`config.mk`:
```
export PLATFORM = sky130hd
export DESIGN_NAME = spi_readback_tx
export DESIGN_NICKNAME = d
export VERILOG_FILES = /design/src/rtl/spi_readback_tx.sv
export SDC_FILE = /design/constraint.sdc
export NUM_CORES = 1
export LEC_CHECK = 0
export ABC_AREA = 1
export BUFFER_PORTS_ARGS = -buffer_cell sky130_fd_sc_hd__buf_2
export CAP_MARGIN = 20
export CORE_ASPECT_RATIO = 1.1
export CORE_MARGIN = 4
export CORE_UTILIZATION = 50
export DETAILED_ROUTE_END_ITERATION = 10
export HOLD_SLACK_MARGIN = 0.08
export MAX_ROUTING_LAYER = met4
export PLACE_DENSITY = 0.85
export SLEW_MARGIN = 20
export SYNTH_ARGS = -nofsm -noshare
export SYNTH_HDL_FRONTEND = slang
export SYNTH_SLANG_ARGS = --single-unit
```
`constraint.sdc`:
```
create_clock -name pck0 -period 1.5 [get_ports pck0]
set_clock_uncertainty 0.05 [all_clocks]
set_input_delay 0.075 -clock pck0 [delete_from_list [all_inputs] [get_ports pck0]]
set_output_delay 0.075 -clock pck0 [all_outputs]
set_load 0.02 [all_outputs]
```
`src/rtl/spi_readback_tx.sv`:
```
// spi_readback_tx: SPI mode-0 slave that returns a 16-bit readback word.
// Every input is resynchronized into the pck0 domain. A frame snapshots a
// response word (header, register select, optional sequence number, data)
// and shifts it out MSB first. It also captures 16 bits of mosi, which can
// select the register for the next readback.
// Optional feature: define SPI_READBACK_SEQ_EN to add a 4-bit frame
// sequence counter in response[11:8].
module spi_readback_tx #(
    parameter int SYNC_STAGES = 2
) (
    input  logic       pck0,
    input  logic       nreset,
    input  logic       spck,
    input  logic       ncs,
    input  logic       mosi,
    input  logic [7:0] conf_word,
    input  logic [7:0] divisor,
    input  logic [7:0] status,
    output logic       miso,
    output logic       frame_done,
    output logic       overrun
);

    typedef enum logic [1:0] {
        IDLE,
        SHIFT,
        DRAIN,
        WAIT_HIGH
    } state_t;

    // The synchronizers are flushed after SYNC_STAGES cycles; until then,
    // the ncs value only reflects the reset preset.
    localparam logic [1:0] SETTLE_DONE = 2'(SYNC_STAGES);

    logic [SYNC_STAGES-1:0] spck_sync;
    logic [SYNC_STAGES-1:0] ncs_sync;
    logic [SYNC_STAGES-1:0] mosi_sync;

    logic        spck_s;
    logic        ncs_s;
    logic        mosi_s;
    logic        spck_d;
    logic        ncs_d;
    logic [1:0]  settle_cnt;

    logic        spck_rise;
    logic        spck_fall;
    logic        ncs_rise;
    logic        ncs_fall;

    state_t      state;
    logic [4:0]  bit_cnt;
    logic [1:0]  rd_sel;
    logic [15:0] shadow;
    logic [15:0] rx;
    logic [3:0]  seq_field;
    logic [7:0]  data_sel;
    logic [15:0] response;

`ifdef SPI_READBACK_SEQ_EN
    logic [3:0]  seq;
    assign seq_field = seq;
`else
    assign seq_field = 4'b0000;
`endif

    // Resynchronize the asynchronous SPI pins; ncs idles high, so its chain resets to 1.
    always_ff @(posedge pck0 or negedge nreset) begin
        if (!nreset) begin
            spck_sync <= '0;
            ncs_sync  <= '1;
            mosi_sync <= '0;
        end else begin
            spck_sync <= {spck_sync[SYNC_STAGES-2:0], spck};
            ncs_sync  <= {ncs_sync[SYNC_STAGES-2:0], ncs};
            mosi_sync <= {mosi_sync[SYNC_STAGES-2:0], mosi};
        end
    end

    assign spck_s = spck_sync[SYNC_STAGES-1];
    assign ncs_s  = ncs_sync[SYNC_STAGES-1];
    assign mosi_s = mosi_sync[SYNC_STAGES-1];

    // Delay the synchronized pins by one cycle for edge detection, and count the flush cycles after reset.
    always_ff @(posedge pck0 or negedge nreset) begin
        if (!nreset) begin
            spck_d     <= 1'b0;
            ncs_d      <= 1'b1;
            settle_cnt <= 2'd0;
        end else begin
            spck_d <= spck_s;
            ncs_d  <= ncs_s;
            if (settle_cnt != SETTLE_DONE) begin
                settle_cnt <= settle_cnt + 2'd1;
            end
        end
    end

    assign spck_rise = spck_s & ~spck_d;
    assign spck_fall = ~spck_s & spck_d;
    assign ncs_rise  = ncs_s & ~ncs_d;
    assign ncs_fall  = ~ncs_s & ncs_d;

    // Select the readback data byte from the register chosen by the previous command.
    always_comb begin
        data_sel = 8'hA5;
        case (rd_sel)
            2'd0:    data_sel = conf_word;
            2'd1:    data_sel = divisor;
            2'd2:    data_sel = status;
            default: data_sel = 8'hA5;
        endcase
    end

    assign response = {2'b10, rd_sel, seq_field, data_sel};

    // Frame state machine: ncs edges take priority over spck edges in the same cycle.
    always_ff @(posedge pck0 or negedge nreset) begin
        if (!nreset) begin
            state      <= WAIT_HIGH;
            miso       <= 1'b0;
            frame_done <= 1'b0;
            overrun    <= 1'b0;
            bit_cnt    <= 5'd0;
            rd_sel     <= 2'd0;
            shadow     <= 16'h0000;
            rx         <= 16'h0000;
`ifdef SPI_READBACK_SEQ_EN
            seq        <= 4'd0;
`endif
        end else begin
            frame_done <= 1'b0;
            case (state)
                WAIT_HIGH: begin
                    miso <= 1'b0;
                    if ((settle_cnt == SETTLE_DONE) && ncs_s) begin
                        state <= IDLE;
                    end
                end
                IDLE: begin
                    miso <= 1'b0;
                    if (ncs_fall) begin
                        shadow  <= response;
                        miso    <= response[15];
                        bit_cnt <= 5'd0;
                        overrun <= 1'b0;
                        state   <= SHIFT;
                    end
                end
                SHIFT: begin
                    if (ncs_rise) begin
                        miso  <= 1'b0;
                        state <= IDLE;
                    end else if (spck_rise) begin
                        rx      <= {rx[14:0], mosi_s};
                        bit_cnt <= bit_cnt + 5'd1;
                        if (bit_cnt == 5'd15) begin
                            miso  <= 1'b0;
                            state <= DRAIN;
                        end
                    end else if (spck_fall) begin
                        // Rotating instead of zero-filling is harmless:
                        // the shadow register is reloaded every frame.
                        shadow <= {shadow[14:0], shadow[15]};
                        miso   <= shadow[14];
                    end
                end
                DRAIN: begin
                    miso <= 1'b0;
                    if (ncs_rise) begin
                        frame_done <= 1'b1;
                        if (rx[15:12] == 4'b0011) begin
                            rd_sel <= rx[1:0];
                        end
`ifdef SPI_READBACK_SEQ_EN
                        seq <= seq + 4'd1;
`endif
                        state <= IDLE;
                    end else if (spck_rise) begin
                        overrun <= 1'b1;
                    end
                end
                default: begin
                    miso  <= 1'b0;
                    state <= WAIT_HIGH;
                end
            endcase
        end
    end

endmodule

```
==> results of run 1 <==
cell families after synthesis:
group                      count (synthesis)  share of synthesized area [%]
xor gates and xnor gates                   2                          0.697
adders and majority gates                  5                           2.49
and+or+nand+nor                          182                           30.8
DFF                                       54                           54.0
buffers and inverters                     27                           5.37
AOI/OAI and AO/OA                         33                           6.62
placed cells by master (no fill, tap or decap), types with 4 or more instances in the layout:
cell type        n
nand2_1        122
dfrtp_1         49
buf_2           31
nand3_1         24
o21ai_0         17
inv_1           16
nor2_1          16
buf_4           15
o21ai_1         12
dlygate4sd3_1   10
clkbuf_8         5
dfstp_2          5
nand2_4          4
nand4_1          4
buf_12           4
metal layers:
metal | GRT usage, % | up-vias
li1 | - | 1092
met5 | - | -
met2 | 28.4 | 37
met1 | 22.3 | 1027
met3 | 3.51 | 9
met4 | 6.64 | 0
how the worst max path moves through the flow:
stage / slack (ns) / startpoint / endpoint / cells after the start
3_3_place_gp: 0.004 / state[0] / shadow[3] / 8
2_1_floorplan: 0.02 / spck_sync[1] / shadow[13] / 8
6_report: -0.02 / state[0] / bit_cnt[0] / 7
5_1_grt: -0.08 / state[0] / bit_cnt[4] / 7
4_1_cts: -0.009 / spck_d / bit_cnt[0] / 8
3_5_place_dp: -0.04 / ncs_sync[1] / shadow[6] / 7
per-stage QoR:
stage	setup WS (ns)	setup TNS (ns)	utilization, %
after floorplan	0.0177	0	-
after global placement	0.00443	0	59.4
after detailed placement	-0.0383	-0.209	59.4
after CTS	-0.00902	-0.0167	64.0
after global routing	-0.0842	-1.57	67.0
final	-0.0250	-0.0329	67.0
worst max-delay path, stage by stage, from the launching register on:
cell     delay, ns
dfstp_2       0.59
inv_4         0.06
nor2_4        0.17
nand2_4       0.11
nor2_8        0.14
inv_6         0.08
or2_0         0.21
nand2_1       0.07
layout make-up:
class / instances / area share [%]
inverters: 19 / 2.56
clock buffers: 5 / 2.16
well taps: 56 / 2.20
flip-flops and latches: 54 / 42.7
clock inverters: 3 / 0.905
multi-input cells: 223 / 34.2
repair buffers: 63 / 15.3
power groups by stage:
stage | combinational, mW | clock [mW] | sequential, mW
floorplan | 1.05 | 0 | 1.99
global placement | 1.51 | 0 | 1.99
detailed placement | 1.56 | 0 | 2.00
CTS | 1.64 | 0.891 | 1.98
global route | 2.23 | 0.941 | 2.02
finish | 2.01 | 0.865 | 1.98
flip-flops by register name, summed over array words and instances (netlist names):
| name | cells |
|---|---|
| overrun | 1 |
| rd_sel | 2 |
| ncs_sync | 2 |
| frame_done | 1 |
| state | 2 |
| miso | 1 |
| rx | 16 |
| bit_cnt | 5 |
| settle_cnt | 2 |
| spck_d | 1 |
| shadow | 16 |
| mosi_sync | 2 |
| ncs_d | 1 |
| spck_sync | 2 |
repair_timing:
action,4_1_cts,5_1_grt
endpoints found under the hold margin,59,0
hold buffers,10,0
pin swaps,0,7
setup endpoints to repair,10,42
resized for setup,6,26
cloned,0,1
buffers inserted,0,6
==> summary.md, run 1 <==
| Metric | Value |
|---|---|
| Average instance area after synthesis | `8.30 sq um` |
| Kind of critical path | `reg -> reg` |
| Global-route wire length before repair | `8260 um` |
| First-pass detailed-route iteration total | `4` |
| Gr ovfl total | `0` |
| Unrepaired setup endpoints after global routing | `yes` |
| HPWL after DPL | `3550 um` |
| Footprint of the multi-input gates | `0.00109 sq mm` |
| Effective utilization at floorplan | `53.0%` |
| Final cycle utilization of the critical path | `102%` |
| Final std cells w/o fill | `423` |
| Cell count of the worst reg-to-reg path | `7` |
| Cell accounting for the most synthesized area | `dfrtp_1` |
| Failing checks | `setup timing` |
| Max Clock Freq | `0.656 GHz` |
| Combinational Power Share | `41.4%` |
| Routed length per instance | `12.6 um` |
| Final setup violation count | `2` |
| Post-Route WL | `5350 um` |
| Post-CTS clock slew at the launch and capture registers of the worst setup and hold paths | `0.10 ns` |
| Commonest cells in the netlist | `nand2_1, dfrtp_1, nand3_1` |
| Outcome | `finished with violations` |
| Cell total after placement | `398` |
| Yosys top cell area share | `48.8%` |
| Nature of the critical path endpoint | `register` |
| Cells taking the most area after synthesis | `dfrtp_1, nand2_1, dfstp_2` |
| Leakage power | `1.64 nW` |
| Fin. max-slew vios | `0` |
| Fraction of layout instances using a drive strength above 1 | `24.5%` |
| TritonCTS clock tree | `built` |
| Least-Margin Pin Slew | `0.317 ns` |
| Post-detailed-route count of antenna-violating nets | `0` |
| Per-cell via count in the routed design | `5.12` |
| End of the worst hold path | `shadow[5]` |
| Arr. time, crit path | `1.74 ns` |
| Portion of the post-synthesis area used by sequential elements | `54.0%` |
| Register bit count reported by yosys | `54` |
| Iteration-0 DRC count of the detailed router | `163` |
| Sinks on the clock net | `54` |
| Number of global-route vias before repair | `1927` |
| Overall routing resource usage | `17.8%` |
| Setup slack of the worst register-to-register path | `-0.02 ns` |
| Internal power consumption | `3.00 mW` |
| Final worst slack | `-0.0250 ns` |
| Placed instance area | `0.00282 sq mm` |
| Top fanout value on the critical path | `16` |
| Die W | `75.6 um` |
| Net switching component of the power | `1.86 mW` |
| Max Used Layer | `met4` |
| Count of port buffers added during placement | `31` |
| Start of the worst register-to-register path | `state[0]` |
| # Max-Cap Violations | `0` |
| Total I/O pin count | `32` |
| Number of fillers in the final layout | `348` |
| Hold/Removal Path Class | `in -> reg` |
| Post-Synthesis Net Count | `337` |
| Syn Std Cell Area | `0.00251 sq mm` |
| Standard-cell rows | `26` |
| Number of enable-type register cells in the synthesized netlist | `0` |
| Async set-reset flop share out of synthesis | `100%` |
| Maximum number of pins on one net before global-route repair | `55` |
| Startpoint type of the worst setup path | `register` |
| Antenna violations before repair | `0` |
| Clock tree buffer depth | `2` |
| IR Drop Worst-Case VDD | `0.943 mV` |
| Non-Filler Cell Area, Final | `0.00318 sq mm` |
| Warnings from Yosys | `0` |
| Floorplan die height | `82.4 um` |
| Area inside the core boundary | `0.00475 sq mm` |
| Final Hold Fails | `0` |
| Number of DRC violations after detailed routing | `0` |
| NumNets Final | `400` |
| Most used standard cell by instance count after synthesis | `nand2_1` |
| Relative slew slack | `78.6%` |
| Pwr Total | `4.86 mW` |
| Total number of vias | `2165` |
| Source of the worst hold timing path | `conf_word[5]` |
| Sequential Area | `0.00136 sq mm` |
| Required time of the critical path | `1.72 ns` |
| Final worst path period need | `1.52 ns` |
| Synthesized instance count | `303` |
| Cell at the root of the clock tree | `clkbuf_8` |
| Placer congestion estimate | `0.890` |
| Area overhead of the layout relative to synthesis | `26.5%` |
| Antenna diodes | `0` |
| Switching portion of total power | `38.2%` |
| Insertion delay to the later sink of the worst-skew pair | `0.32 ns` |
| Cell depth of the worst min-delay path | `5` |
| Die footprint | `0.00623 sq mm` |
| Detailed route wirelength on metal2 | `2790 um` |
| Most instantiated flip-flop cell in the synthesis netlist | `dfrtp_1` |
| Power Dens Cells | `1530 mW/mm^2` |
| Clock power share | `17.8%` |
| Number of H-tree levels | `2` |
| DR WL met3 | `150 um` |
| Hold Worst Slack | `0.0659 ns` |
| Number of different library cells in the post-synthesis netlist | `24` |
| Crit Reg-Reg Endpoint | `bit_cnt[0]` |
| Met1 Routed Length | `2320 um` |
| Sequential share of power | `40.8%` |
| TritonCTS buffer count | `5` |
Power figures use the tool's default switching activity.
==> run 2, diff against run 1 <==
Settings changed: ABC_AREA 1 to default.
==> run 2 against run 1 <==
Final cell count decreased by 15%. The flow still finishes with violations (setup timing). Register-to-register slack got worse by 0.22 ns. Combinational power up 6%. Total power is 3.3% higher. Worst setup slack worse by 0.22 ns. Highest routed layer unchanged.
==> summary.md, run 2 <==
| Metric | Value |
|---|---|
| Power Dens Cells | `1390 mW/mm^2 (-8.8%)` |
| Effective utilization at floorplan | `52.1% (-0.85 points)` |
| Nature of the critical path endpoint | `register` |
| Fraction of layout instances using a drive strength above 1 | `59.8% (+35 points)` |
| Number of different library cells in the post-synthesis netlist | `46 (+92%)` |
| Syn Std Cell Area | `0.00262 sq mm (+4.3%)` |
| Setup Total Neg Slack | `-4.81 ns (-4.78 ns)` |
| Met3 routing resource usage after global routing | `4.75% (+1.2 points)` |
| Met2 layer usage reported by global route | `41.6% (+13 points)` |
| Cell accounting for the most synthesized area | `dfrtp_1` |
| Yosys top cell area share | `46.8% (-2.0 points)` |
| Final setup violation count | `41 (+39)` |
| Hold Worst Slack | `0.152 ns (+0.0859 ns)` |
| Kind of critical path | `reg -> reg` |
| Most used standard cell by instance count after synthesis | `dfrtp_1` |
| Startpoint type of the worst setup path | `register` |
| First-pass detailed-route iteration total | `4 (unchanged)` |
| Fin. max-slew vios | `0 (unchanged)` |
| Portion of the post-synthesis area used by sequential elements | `51.8% (-2.2 points)` |
| Relative slew slack | `75.1% (-3.5 points)` |
| Final cycle utilization of the critical path | `116% (+14 points)` |
| Number of fillers in the final layout | `301 (-14%)` |
| Required time of the critical path | `1.66 ns (-0.06 ns)` |
| Largest registers ranked by flip-flop count | `rx x16, shadow x16, bit_cnt x5` |
| Average instance area after synthesis | `11.6 sq um (+39%)` |
| Commonest cells in the netlist | `dfrtp_1, nand2_1, mux2_2` |
| Max Clock Freq | `0.575 GHz (-12%)` |
| Placer congestion estimate | `0.775 (-13%)` |
| Most instantiated flip-flop cell in the synthesis netlist | `dfrtp_1` |
| Post-CTS clock slew at the launch and capture registers of the worst setup and hold paths | `0.10 ns (about the same)` |
| Highest-count cells in the layout ignoring fill and taps | `dfrtp_1, buf_2, buf_4` |
| Least-Margin Pin Slew | `0.373 ns (+0.0564 ns)` |
| Sinks on the clock net | `54 (unchanged)` |
| Global-route wire length before repair | `11500 um (+40%)` |
| Hold/Removal Path Class | `in -> async` |
| Number of enable-type register cells in the synthesized netlist | `0 (unchanged)` |
| Floorplan die height | `84.0 um (+1.9%)` |
| Most heavily used metal layer in global routing | `met2` |
| TritonCTS buffer count | `5 (unchanged)` |
| Die W | `77.1 um (+1.9%)` |
| Area inside the core boundary | `0.00503 sq mm (+6.0%)` |
| NumNets Final | `334 (-17%)` |
| Total I/O pin count | `32 (unchanged)` |
| Warnings from Yosys | `0 (unchanged)` |
| Antenna violations before repair | `0 (unchanged)` |
| Setup WS pre-CTS | `-0.206 ns (-0.167 ns)` |
| Outcome | `finished with violations` |
| Post-detailed-route count of antenna-violating nets | `0 (unchanged)` |
| Per-cell via count in the routed design | `6.06 (+18%)` |
| Count of port buffers added during placement | `31 (unchanged)` |
| Synthesized instance count | `227 (-25%)` |
| Met1 track demand over resource in global routing | `24.7% (+2.4 points)` |
| Insertion delay to the later sink of the worst-skew pair | `0.31 ns (about the same)` |
| IR Drop Worst-Case VDD | `0.699 mV (-26%)` |
| Total number of vias | `2177 (+0.55%)` |
| Iteration-0 DRC count of the detailed router | `170 (+4.3%)` |
| Number of global-route vias before repair | `2314 (+20%)` |
| Post-Route WL | `7690 um (+44%)` |
| Die footprint | `0.00647 sq mm (+3.8%)` |
| Unrepaired setup endpoints after global routing | `yes` |
| Final Hold Fails | `0 (unchanged)` |
| Cells taking the most area after synthesis | `dfrtp_1, mux2_2, dfstp_2` |
| Post-Synthesis Net Count | `261 (-23%)` |
| Async set-reset flop share out of synthesis | `100% (unchanged)` |
| HPWL after DPL | `3650 um (+2.8%)` |
| Top fanout value on the critical path | `2 (-14)` |
| Final worst path period need | `1.74 ns (+0.215 ns)` |
| # Max-Cap Violations | `0 (unchanged)` |
| Overall routing resource usage | `23.0% (+5.2 points)` |
| Number of DRC violations after detailed routing | `0 (unchanged)` |
| Routed length per instance | `21.4 um (+69%)` |
| Cell at the root of the clock tree | `clkbuf_8` |
| Area overhead of the layout relative to synthesis | `37.4%` |
| Maximum number of pins on one net before global-route repair | `42 (-24%)` |
| Leakage power | `1.66 nW (+0.71%)` |
| Antenna diodes | `0 (unchanged)` |
| Final worst slack | `-0.240 ns (-0.215 ns)` |
| TritonCTS clock tree | `built` |
| Sequential Area | `0.00136 sq mm (about the same)` |
| Pwr Total | `5.02 mW (+3.3%)` |
| Footprint of the multi-input gates | `0.00146 sq mm (+34%)` |
| Clock tree buffer depth | `2 (unchanged)` |
| Register bit count reported by yosys | `54 (unchanged)` |
| Arr. time, crit path | `1.90 ns (+0.16 ns)` |
| Failing checks | `setup timing` |
| Number of H-tree levels | `2 (unchanged)` |
| Post-route core utilization | `71.6% (+4.6 points)` |
| Most common cell after layout, fill and taps aside | `dfrtp_1` |
| Gr ovfl total | `0 (unchanged)` |
| Standard-cell rows | `27 (+3.8%)` |
run 2: cell types whose count changed in the layout (fill, tap and decap cells not counted), sizes merged, moves of 8 or more:
cell / change
nand2: -99
mux2: +23
buf: +18
nand3: -17
nor2: -13
inv: -10
mux2i: +8
o21ai: -8
o221ai: +8
run 2: through the flow:
stage / cell area [sq um] / std cells
6_report: 3600 / 359
3_3_place_gp: 3010 / 327
4_1_cts: 3450 / 358
2_1_floorplan: 2700 / 227
3_5_place_dp: 3010 / 327
5_1_grt: 3600 / 359
run 2: final cells by class:
| cell class | count | area share, % |
|---|---|---|
| Clock buffer | 7 | 2.40 |
| Tap cell | 58 | 2.01 |
| Multi-Input combinational cell | 153 | 40.5 |
| Sequential cell | 54 | 37.7 |
| Clock inverter | 1 | 0.139 |
| Timing Repair Buffer | 75 | 15.9 |
| Inverter | 11 | 1.28 |
run 2: routing by layer:
metal	part of all wire, %	vias up
met1	37	1082
met5	0	-
met3	4.9	34
met4	5.2	0
li1	-	957
met2	53	104
run 2: power breakdown:
part / internal [mW] / switching (mW)
clock: 0.374 / 0.481
combinational: 0.987 / 1.15
sequential: 1.77 / 0.264
run 2: cell families after synthesis:
| logic type | count (synthesis) | share of synthesized area, % |
|---|---|---|
| flip-flops | 54 | 51.8 |
| multiplexers | 31 | 12.9 |
| AO/OA/AOI/OAI | 49 | 14.3 |
| adder cells (fa/ha/maj) | 5 | 2.39 |
| buffers and inverters | 25 | 5.53 |
| AND/OR/NAND/NOR | 62 | 12.8 |
| XOR/XNOR | 1 | 0.334 |
run 2: path summary, 6_finish.rpt:
kind	from	endpoint	slack [ns]	depth (start not counted)
worst max-delay path	spck_d	miso	-0.24	4
worst min-delay path	nreset	spck_d	0.15	2
worst max register to register	spck_d	miso	-0.24	4
worst min register to register	ncs_sync[0]	ncs_sync[1]	0.31	0
max in group asynchronous	nreset	rd_sel[0]	0.70	3
min in group pck0	status[0]	shadow[0]	0.17	4
run 2: worst max-delay path, stage by stage (launching register included):
cell      delay, ns
dfrtp_1        0.43
buf_4          0.17
ha_4           0.22
or3b_2         0.47
a311oi_2       0.31
run 2: what timing repair did:
action / in CTS / in global routing
endpoints found under the setup margin: 42 / 43
endpoints found under the hold margin: 57 / 0
hold buffers: 4 / 0
setup buffers: 14 / 2
pin swaps: 17 / 21
gates cloned: 5 / 0
gates resized for setup: 30 / 38
==> run 3, diff against run 2 <==
Settings changed: RECOVER_POWER from default to 25.
==> run 3 against run 2 <==
Wire length barely moved. Global-route usage did not move. Critical path depth stayed put. Worst setup slack stayed put. Final cell count unchanged. Via count stayed put. Sequential power about the same. Critical path type unchanged. Largest power group unchanged. Flip-flop and latch count unchanged. The run still ends with setup timing left. Design area barely moved. Sequential share of layout area about the same. Fmax stayed put. Register-to-register slack barely moved.
==> summary.md, run 3 (synthesized netlist as in run 2, its figures left out) <==
| Metric | Value |
|---|---|
| TritonCTS buffer count | `5 (unchanged)` |
| Insertion delay to the later sink of the worst-skew pair | `0.31 ns (about the same)` |
| Relative slew slack | `40.5% (-35 points)` |
| Largest registers ranked by flip-flop count | `rx x16, shadow x16, bit_cnt x5` |
| Standard-cell rows | `27 (unchanged)` |
| Floorplan die height | `84.0 um (unchanged)` |
| Final worst slack | `-0.240 ns (unchanged)` |
| Highest-count cells in the layout ignoring fill and taps | `dfrtp_1, buf_2, buf_4` |
| Most common cell after layout, fill and taps aside | `dfrtp_1` |
| Clock tree buffer depth | `2 (unchanged)` |
| Met1 track demand over resource in global routing | `24.7% (unchanged)` |
| Max Clock Freq | `0.575 GHz (unchanged)` |
| Final std cells w/o fill | `359 (unchanged)` |
| Maximum number of pins on one net before global-route repair | `42 (unchanged)` |
| Hold/Removal Path Class | `in -> reg` |
| Kind of critical path | `reg -> reg` |
| Total I/O pin count | `32 (unchanged)` |
| Unrepaired setup endpoints after global routing | `yes` |
| Pwr Total | `5.02 mW (about the same)` |
| Fraction of layout instances using a drive strength above 1 | `59.5% (-0.33 points)` |
| Effective utilization at floorplan | `52.1% (unchanged)` |
| Total number of vias | `2177 (unchanged)` |
| Cell total after placement | `327 (unchanged)` |
| Antenna violations before repair | `0 (unchanged)` |
| Met3 routing resource usage after global routing | `4.75% (unchanged)` |
| Fin. max-slew vios | `0 (unchanged)` |
| Setup Total Neg Slack | `-4.81 ns (unchanged)` |
| Overall routing resource usage | `23.0% (unchanged)` |
| Area inside the core boundary | `0.00503 sq mm (unchanged)` |
| Start of the worst register-to-register path | `spck_d` |
| Outcome | `finished with violations` |
| End of the worst hold path | `shadow[0]` |
| Post-Route WL | `7690 um (about the same)` |
| Power Dens Cells | `1390 mW/mm^2 (about the same)` |
| TritonCTS clock tree | `built` |
| Cell at the root of the clock tree | `clkbuf_8` |
| Failing checks | `setup timing` |
| Area overhead of the layout relative to synthesis | `37.4% (about the same)` |
| Cell depth of the worst min-delay path | `4` |
| # Max-Cap Violations | `0 (unchanged)` |
| Least-Margin Pin Slew | `0.892 ns (+0.519 ns)` |
| Setup slack of the worst register-to-register path | `-0.24 ns (about the same)` |
| Top fanout value on the critical path | `2 (unchanged)` |
| Cells along the critical path | `buf_4 > ha_4 > or3b_2 > a311oi_2` |
| Crit path largest cell delay | `0.47 ns (about the same)` |
| Most heavily used metal layer in global routing | `met2` |
| Non-Filler Cell Area, Final | `0.00360 sq mm (about the same)` |
| Global-route wire length before repair | `11500 um (unchanged)` |
| Iteration-0 DRC count of the detailed router | `170 (unchanged)` |
| Required time of the critical path | `1.66 ns (about the same)` |
| Startpoint type of the worst setup path | `register` |
| Final Hold Fails | `0 (unchanged)` |
| HPWL after DPL | `3650 um (unchanged)` |
| Nature of the critical path endpoint | `register` |
| Number of H-tree levels | `2 (unchanged)` |
| Number of global-route vias before repair | `2314 (unchanged)` |
| Sequential Area | `0.00136 sq mm (unchanged)` |
| Post-detailed-route count of antenna-violating nets | `0 (unchanged)` |
| Placer congestion estimate | `0.775 (unchanged)` |
| NumNets Final | `334 (unchanged)` |
| Sinks on the clock net | `54 (unchanged)` |
| Gr ovfl total | `0 (unchanged)` |
| Cell count of the worst reg-to-reg path | `4 (unchanged)` |
| Per-cell via count in the routed design | `6.06 (unchanged)` |
| Source of the worst hold timing path | `status[0]` |
| Routed length per instance | `21.4 um (about the same)` |
| Arr. time, crit path | `1.90 ns (about the same)` |
| Number of DRC violations after detailed routing | `0 (unchanged)` |
| Final cycle utilization of the critical path | `116% (unchanged)` |
| Placed instance area | `0.00301 sq mm (unchanged)` |
| Die footprint | `0.00647 sq mm (unchanged)` |
| Number of fillers in the final layout | `301 (unchanged)` |
| Final worst path period need | `1.74 ns (unchanged)` |
| Final setup violation count | `41 (unchanged)` |
| Slowest cell on the critical path | `or3b_2` |
| Count of port buffers added during placement | `31 (unchanged)` |
| Leakage power | `1.65 nW (-0.17%)` |
| Antenna diodes | `0 (unchanged)` |
| Post-CTS clock slew at the launch and capture registers of the worst setup and hold paths | `0.10 ns (about the same)` |
| Die W | `77.1 um (unchanged)` |
| Footprint of the multi-input gates | `0.00146 sq mm (unchanged)` |
| First-pass detailed-route iteration total | `4 (unchanged)` |
| IR Drop Worst-Case VDD | `0.699 mV (about the same)` |
| Met2 layer usage reported by global route | `41.6% (unchanged)` |
| Crit Reg-Reg Endpoint | `miso` |
-- run 3: what timing repair did --
action,4_1_cts,5_1_grt
cloned,5,0
pin swaps,17,21
hold buffers,4,0
buffers inserted,14,2
gates resized for setup,30,38
endpoints found under the hold margin,57,0
setup endpoints to repair,42,43
-- run 3: final cells by class --
class                   count  share of cell area, %
repair buffers             75                   15.9
clock buffers               7                   2.40
well taps                  58                   2.01
flip-flops and latches     54                   37.7
multi-input cells         153                   40.5
clock inverters             1                  0.139
inverters                  11                   1.29
-- run 3: where the power goes --
group / switching, mW / internal [mW] / leakage [nW]
Clock: 0.481 / 0.374 / 0.0482
Combinational: 1.15 / 0.987 / 0.911
Sequential: 0.264 / 1.77 / 0.695
Total: 1.89 / 3.13 / 1.65
-- run 3: worst max path at each step --
| stage | slack [ns] | to | start |
|---|---|---|---|
| floorplan | -0.17 | shadow[1] | ncs_d |
| global placement | -0.14 | shadow[0] | ncs_d |
| detailed placement | -0.21 | shadow[1] | spck_d |
| CTS | -0.09 | shadow[1] | ncs_d |
| global route | -0.31 | miso | spck_d |
| finish | -0.24 | miso | spck_d |
-- run 3: per-layer routing --
layer / wire length [um] / share of wire (%)
met3: 376 / 4.9
met2: 4100 / 53
met4: 398 / 5.2
met5: 0 / 0
met1: 2810 / 37
-- run 3: through the flow --
| step | utilization, % | hold slack [ns] | setup slack, ns |
|---|---|---|---|
| after floorplan | - | -0.271 | -0.171 |
| after global placement | 59.7 | -0.0610 | -0.141 |
| after detailed placement | 59.7 | -0.0493 | -0.206 |
| after CTS | 68.5 | 0.157 | -0.0913 |
| after global routing | 71.6 | 0.184 | -0.313 |
| final | 71.6 | 0.175 | -0.240 |
-- run 3: worst max-delay path, delay by kind of cell, from the launching register on --
| kind | cells | cell delay (ns) |
|---|---|---|
| flops | 1 | 0.43 |
| buf+inv | 1 | 0.17 |
| compound gates | 1 | 0.31 |
| simple gates | 1 | 0.47 |
| fa+ha+maj | 1 | 0.22 |
